==> src/rtl/bus_grant_arbiter_if.sv <==
// bus_grant_arbiter_if
// Bundles the request/grant signals between the bus sources and the
// round-robin bus arbiter.
//   req      : per-source drive request (level)
//   done     : current owner has finished its transfer
//   grant    : one-hot drive enable for the bus-select encoder
//   grant_id : binary index of the owner, 31 when idle
//   busy     : a grant is active
//   timeout  : one-cycle pulse when an owner is forcibly revoked
// Modports: master = request side (drives req/done),
//           slave  = arbiter side (drives grant/grant_id/busy/timeout).
interface bus_grant_arbiter_if;
  logic [31:0] req;
  logic        done;
  logic [31:0] grant;
  logic [4:0]  grant_id;
  logic        busy;
  logic        timeout;

  modport master (
    output req, done,
    input  grant, grant_id, busy, timeout
  );

  modport slave (
    input  req, done,
    output grant, grant_id, busy, timeout
  );
endinterface

==> src/rtl/bus_grant_arbiter.sv <==
// bus_grant_arbiter
// Round-robin arbiter for the shared 32-bit datapath bus. Issues a registered
// one-hot grant, inserts one dead cycle between owners, and revokes an owner
// that holds the bus for HOLD_MAX cycles (that source is then locked out until
// it drops and re-raises its request).
// Ports:
//   clock : system clock, rising edge
//   clear : synchronous active-low reset
//   bus   : bus_grant_arbiter_if.slave (req, done in; grant, grant_id,
//           busy, timeout out; all outputs registered)
module bus_grant_arbiter #(
  parameter int NUM_SRC  = 24,
  parameter int HOLD_MAX = 16
) (
  input  logic                clock,
  input  logic                clear,
  bus_grant_arbiter_if.slave  bus
);

  localparam logic [0:0] ST_IDLE  = 1'b0;
  localparam logic [0:0] ST_GRANT = 1'b1;
  localparam logic [4:0] ID_IDLE  = 5'd31;

  logic [0:0]  state_reg,    state_next;
  logic [31:0] grant_reg,    grant_next;
  logic [4:0]  grant_id_reg, grant_id_next;
  logic        busy_reg,     busy_next;
  logic        timeout_reg,  timeout_next;
  logic [4:0]  rr_ptr_reg,   rr_ptr_next;
  logic [7:0]  hold_cnt_reg, hold_cnt_next;
  logic [31:0] penalty_reg,  penalty_next;

  logic [31:0] eligible;
  logic        found;
  logic [4:0]  winner;
  logic        revoke;

  // Per-source eligibility and penalty update. Bits at or above NUM_SRC are
  // tied off so they can never win or be penalised. A penalty is dropped on
  // any edge where that source's request is low; it is only ever set while
  // the request is high, so the two never collide.
  generate
    for (genvar gi = 0; gi < 32; gi++) begin : g_src
      if (gi < NUM_SRC) begin : g_live
        assign eligible[gi]     = bus.req[gi] & ~penalty_reg[gi];
        assign penalty_next[gi] = bus.req[gi] &
                                  (penalty_reg[gi] | (revoke & (grant_id_reg == 5'(gi))));
      end else begin : g_dead
        assign eligible[gi]     = 1'b0;
        assign penalty_next[gi] = 1'b0;
      end
    end
  endgenerate

  // Round-robin search: walk offsets from the far end back toward rr_ptr so
  // the last hit is the first eligible source at or above rr_ptr (with wrap).
  always_comb begin
    found  = 1'b0;
    winner = '0;
    for (int k = NUM_SRC - 1; k >= 0; k--) begin
      logic [5:0] cand;
      cand = {1'b0, rr_ptr_reg} + 6'(k);
      if (cand >= 6'(NUM_SRC)) cand = cand - 6'(NUM_SRC);
      if (eligible[cand[4:0]]) begin
        found  = 1'b1;
        winner = cand[4:0];
      end
    end
  end

  always_comb begin
    state_next    = state_reg;
    grant_next    = grant_reg;
    grant_id_next = grant_id_reg;
    busy_next     = busy_reg;
    timeout_next  = 1'b0;
    rr_ptr_next   = rr_ptr_reg;
    hold_cnt_next = hold_cnt_reg;
    revoke        = 1'b0;
    case (state_reg)
      ST_IDLE: begin
        if (found) begin
          state_next    = ST_GRANT;
          grant_next    = 32'd1 << winner;
          grant_id_next = winner;
          busy_next     = 1'b1;
          hold_cnt_next = '0;
          rr_ptr_next   = (winner == 5'(NUM_SRC - 1)) ? 5'd0 : winner + 5'd1;
        end
      end
      default: begin
        // done and a withdrawn request both take priority over the hold
        // limit, so a simultaneous done never counts as a timeout.
        if (bus.done || !bus.req[grant_id_reg]) begin
          state_next    = ST_IDLE;
          grant_next    = '0;
          grant_id_next = ID_IDLE;
          busy_next     = 1'b0;
        end else if (hold_cnt_reg == 8'(HOLD_MAX - 1)) begin
          state_next    = ST_IDLE;
          grant_next    = '0;
          grant_id_next = ID_IDLE;
          busy_next     = 1'b0;
          timeout_next  = 1'b1;
          revoke        = 1'b1;
        end else begin
          hold_cnt_next = hold_cnt_reg + 8'd1;
        end
      end
    endcase
  end

  always_ff @(posedge clock) begin
    if (!clear) begin
      state_reg    <= ST_IDLE;
      grant_reg    <= '0;
      grant_id_reg <= ID_IDLE;
      busy_reg     <= 1'b0;
      timeout_reg  <= 1'b0;
      rr_ptr_reg   <= '0;
      hold_cnt_reg <= '0;
      penalty_reg  <= '0;
    end else begin
      state_reg    <= state_next;
      grant_reg    <= grant_next;
      grant_id_reg <= grant_id_next;
      busy_reg     <= busy_next;
      timeout_reg  <= timeout_next;
      rr_ptr_reg   <= rr_ptr_next;
      hold_cnt_reg <= hold_cnt_next;
      penalty_reg  <= penalty_next;
    end
  end

  assign bus.grant    = grant_reg;
  assign bus.grant_id = grant_id_reg;
  assign bus.busy     = busy_reg;
  assign bus.timeout  = timeout_reg;

endmodule

==> src/flat_wrapper.sv <==
// flat-port wrapper written by rule: the top's interface ports become plain ports
module bus_grant_arbiter_flat 
#(
  parameter int NUM_SRC  = 24,
  parameter int HOLD_MAX = 16
)
  (clock, clear, bus_req, bus_done, bus_grant, bus_grant_id, bus_busy, bus_timeout);
  bus_grant_arbiter_if bus_i ();
  input  logic clock;
  input  logic clear;
  input wire logic [$bits(bus_i.req)-1:0] bus_req;
  input wire logic [$bits(bus_i.done)-1:0] bus_done;
  output wire logic [$bits(bus_i.grant)-1:0] bus_grant;
  output wire logic [$bits(bus_i.grant_id)-1:0] bus_grant_id;
  output wire logic [$bits(bus_i.busy)-1:0] bus_busy;
  output wire logic [$bits(bus_i.timeout)-1:0] bus_timeout;
  assign bus_i.req = bus_req;
  assign bus_i.done = bus_done;
  assign bus_grant = bus_i.grant;
  assign bus_grant_id = bus_i.grant_id;
  assign bus_busy = bus_i.busy;
  assign bus_timeout = bus_i.timeout;
  bus_grant_arbiter #(.NUM_SRC(NUM_SRC), .HOLD_MAX(HOLD_MAX)) u_core (.clock(clock), .clear(clear), .bus(bus_i));
endmodule
==> config.mk <==
export PLATFORM = sky130hd
export DESIGN_NAME = bus_grant_arbiter_flat
export DESIGN_NICKNAME = d
export VERILOG_FILES = /design/src/rtl/bus_grant_arbiter_if.sv /design/src/rtl/bus_grant_arbiter.sv /design/src/flat_wrapper.sv
export SDC_FILE = /design/constraint.sdc
export NUM_CORES = 1
export LEC_CHECK = 0
export ABC_AREA = 0
export CAP_MARGIN = 10
export CORE_MARGIN = 3
export CORE_UTILIZATION = 40
export CTS_CLUSTER_SIZE = 28
export DETAILED_ROUTE_END_ITERATION = 6
export PLACE_DENSITY = 0.67
export SLEW_MARGIN = 40
export SYNTH_ARGS = -nofsm -noshare
export SYNTH_HDL_FRONTEND = slang
export SYNTH_SLANG_ARGS = --single-unit
==> constraint.sdc <==
create_clock -name clock -period 5.7 [get_ports clock]
set_clock_uncertainty 0.1 [all_clocks]
set_input_delay 1.14 -clock clock [delete_from_list [all_inputs] [get_ports clock]]
set_output_delay 1.14 -clock clock [all_outputs]
set_load 0.05 [all_outputs]
==> results of run 1 <==
## worst min-delay path by stage
| stage | from | to |
|---|---|---|
| 4_1_cts | u_core.bus.grant[6]$_SDFFE_PN0P_ | u_core.bus.grant[6]$_SDFFE_PN0P_ |
| 2_1_floorplan | u_core.penalty_reg[22]$_SDFF_PN0_ | u_core.penalty_reg[22]$_SDFF_PN0_ |
| 5_1_grt | u_core.bus.grant[14]$_SDFFE_PN0P_ | u_core.bus.grant[14]$_SDFFE_PN0P_ |
| 3_3_place_gp | u_core.bus.grant[6]$_SDFFE_PN0P_ | u_core.bus.grant[6]$_SDFFE_PN0P_ |
| 6_report | u_core.bus.busy$_SDFFE_PN0P_ | u_core.bus.busy$_SDFFE_PN0P_ |
| 3_5_place_dp | u_core.bus.grant[14]$_SDFFE_PN0P_ | u_core.bus.grant[14]$_SDFFE_PN0P_ |
## stage by stage
step	utilization, %	area, µm²
3_5_place_dp	49.0	11500
3_3_place_gp	49.0	11500
2_1_floorplan	-	9620
4_1_cts	50.2	11800
6_report	50.3	11800
5_1_grt	50.3	11800
## worst register-to-register path, cell delays in order (launching register included)
cell      delay [ns]
dfxtp_2         0.59
ha_1            0.39
nand2_1         0.19
xnor2_1         0.21
inv_1           0.13
ha_1            0.19
nor2b_1         0.15
o311ai_0        0.41
o211ai_1        0.29
or3_1           0.46
a21bo_2         0.32
a21oi_1         0.06
a311o_1         0.33
a41o_1          0.27
a31oi_4         0.26
buf_4           0.18
nand3_1         0.25
or3_1           0.40
a21oi_1         0.14
## what timing repair did
action                     in CTS  in global routing
setup endpoints to repair       0                 31
gates resized for setup         0                  6
hold buffers                    0                  0
## cell usage after synthesis (9+ instances only)
| cell | number | area, µm² |
|---|---|---|
| nand4_1 | 39 | 244 |
| xnor2_1 | 30 | 263 |
| and3_1 | 19 | 119 |
| clkbuf_1 | 51 | 191 |
| nor3b_1 | 11 | 82.6 |
| o211a_1 | 10 | 100 |
| and3b_1 | 13 | 114 |
| o31a_1 | 12 | 105 |
| o211ai_1 | 14 | 105 |
| nand2_1 | 119 | 447 |
| nor2_1 | 113 | 424 |
| nand3_1 | 47 | 235 |
| or4_1 | 9 | 67.6 |
| o22ai_1 | 12 | 75.1 |
| or3_1 | 27 | 169 |
| mux2i_1 | 19 | 190 |
| buf_2 | 20 | 100 |
| nand2b_1 | 13 | 81.3 |
| and2_1 | 24 | 150 |
| o21a_1 | 10 | 75.1 |
| a211oi_1 | 29 | 218 |
| dfxtp_1 | 77 | 1540 |
| a21o_1 | 13 | 97.6 |
| nor2b_1 | 22 | 138 |
| nand3b_1 | 30 | 225 |
| o311ai_0 | 10 | 87.6 |
| a21oi_1 | 82 | 410 |
| inv_1 | 18 | 67.6 |
| nor4_1 | 36 | 225 |
| mux2_2 | 9 | 101 |
| o21ai_0 | 34 | 170 |
| a31oi_1 | 17 | 106 |
| ha_1 | 22 | 275 |
| mux4_2 | 24 | 541 |
| nor3_1 | 46 | 230 |
## placed cells by master (no fill, tap or decap), drive strengths merged, types with 14 or more instances in the layout
cell type	n
nand2	119
nor3	46
a31oi	18
a21oi	85
nand3	48
nand2b	14
or3b	16
mux4	24
ha	22
nor2b	22
nor2	114
nand3b	30
and3b	14
and3	19
dfxtp	77
nand4	39
and2	26
o21ai	37
clkdlybuf4s50	73
inv	25
a211oi	32
xnor2	31
mux2i	19
nor4	38
or3	27
buf	153
o211ai	14
## layer usage
layer | wire length [µm] | part of all wire (%) | up-vias
met5 | 0 | 0 | -
met4 | 1430 | 3.7 | 0
met3 | 3290 | 8.5 | 104
met2 | 17500 | 45 | 593
met1 | 16400 | 43 | 5359
li1 | - | - | 5251
## final cells by class
cell class | count | area (µm²)
clock buffer | 9 | 225
clock inverter | 7 | 55.1
fill | 2368 | 11700
inverter | 24 | 90.1
multi-input combinational | 1094 | 7610
sequential | 77 | 1550
tap | 319 | 399
timing repair buffer | 226 | 1920
## cell families (layout without fill, tap and decap cells)
family	Yosys count	in the layout	share of synthesized area, %
and+or+nand+nor	619	619	35.5
AOI/OAI and AO/OA	364	364	28.1
adders and majority gates	24	24	3.09
xor gates and xnor gates	35	35	3.34
buffers and inverters	112	266	5.34
DFF	77	77	16.0
muxes	52	52	8.65
==> reports/metrics.yaml, run 1 <==
yosys:
  syn_area_um2: 9620
  syn_nets: 1340
  ys_ff_latch: 77
  synth_seq_area_share_pct: 16.0
  syn-instance-count: 1283
  syn_area_per_cell_um2: 7.50
  yosysWarnings: 0
  yosys_most_used_dff: "dfxtp_1"
  synth.distinct_cells: 102
  synthArstFlopShare_pct: 0
  synth_edf_count: 0
timing:
  post-route-period-util_pct: 96.6
  fin_setup_tns_ns: 0
  setup_viol: 0
  slew_violations: 0
  hold_viol: 0
  setup_slack_ns: 0.195
  fmax_mhz: 182
  post-route-min-period_ns: 5.51
  whs_ns: 0.357
  max_slew_margin_pct: 46.1
  rsz0062_at_grt: "false"
  worstMarginPinSlew_ns: 0.809
die:
  io_pins: 74
  rows: 56
  die-area_um2: 26000
  die_y_um: 161
  core-area_um2: 23500
  start_util_pct: 40.9
  die_x_um: 161
final_layout:
  drive_gt1_share_pct: 18.5
  nets: 1489
  syn2layout_area_growth_pct: 23.1
  diodes: 0
  fin_cells: 1756
  largest_reg_flops: 32
setup_path:
  path_depth: 14
  rrSetupSlack_ns: 0.29
  rr_worst_depth: 18
  cp-endpoint: "u_core.bus.grant[9]$_SDFFE_PN0P_"
  arrival_ns: 5.67
  path_class: "in2reg"
  max_stage_delay_ns: 0.79
  cp_slowest_cell: "or4_1"
  crit_chain: "clkdlybuf4s50_1, nor3b_1, nor4_1, or4_1, o221ai_1, o31ai_2, and3_1, a211o_1, a311o_1, a31oi_4, buf_4, nand3_1, or3_1, a21oi_1"
  r2r_end: "u_core.bus.grant[9]$_SDFFE_PN0P_"
  cp_top_family: "simple AND/OR/NAND/NOR gates"
  cp_num_buf_inv: 2
  crit_fanout: 8
  startpoint_type: "input port"
  worstPathRequired_ns: 5.86
  reg2reg_from: "u_core.rr_ptr_reg[3]$_SDFFE_PN0P_"
  critPathCaptureType: "flop"
  worstSetupStartpoint: "bus_req[1]"
clock_tree:
  cts_tree: "yes"
  cts_inserted_buffers: 9
  post-cts-setup-buffers: 0
  clk_pin_slew_ns: 0.07
  htreeDepth: 3
  clk_latency_ns: 0.34
  cts_root_buffer: "clkbuf_16"
  cts_buffer_depth: 2
  cts_sinks: 77
min_path:
  hp-class: "reg2reg"
  worstHoldPathCells: 2
detailed_routing:
  drtIter0Drc: 1285
  drc: 0
  via_count: 11300
  via_per_inst: 6.44
  ant_nets: 0
  wire_per_inst_um: 22.0
  wirelength_um: 38600
  firstDrtPassIters: 6
global_routing:
  grt_util_met3_pct: 3.77
  overflow: 0
  busiest_layer: "met2"
  met2_usage_pct: 46.3
  grt_pass1_wl_um: 60600
  grt_use_met1_pct: 40.1
  gr-usage-all-layers_pct: 28.9
  antenna_found_initial: 0
  grt_pass1_vias: 10600
  grt_max_degree: 91
placed_design:
  post-place-ws_ns: -0.0749
  hpwl_um: 30100
  gp_congestion: 1.11
  portBuffers: 73
  dp_cells: 1740
flow_run:
  max_cap_viol_count: 0
run_status:
  status: "complete, no violations"
Power of run 1 is not shown: default switching activity piles up to over one toggle a cycle in this logic, so the estimate is an artifact.
==> run 2: changes to the inputs <==
- CTS_CLUSTER_DIAMETER: not set -> 150
==> results of run 2 <==
Same layout as run 1: the final DEF is identical, and so are final timing and power.
Power of run 2 is left out for the same reason.
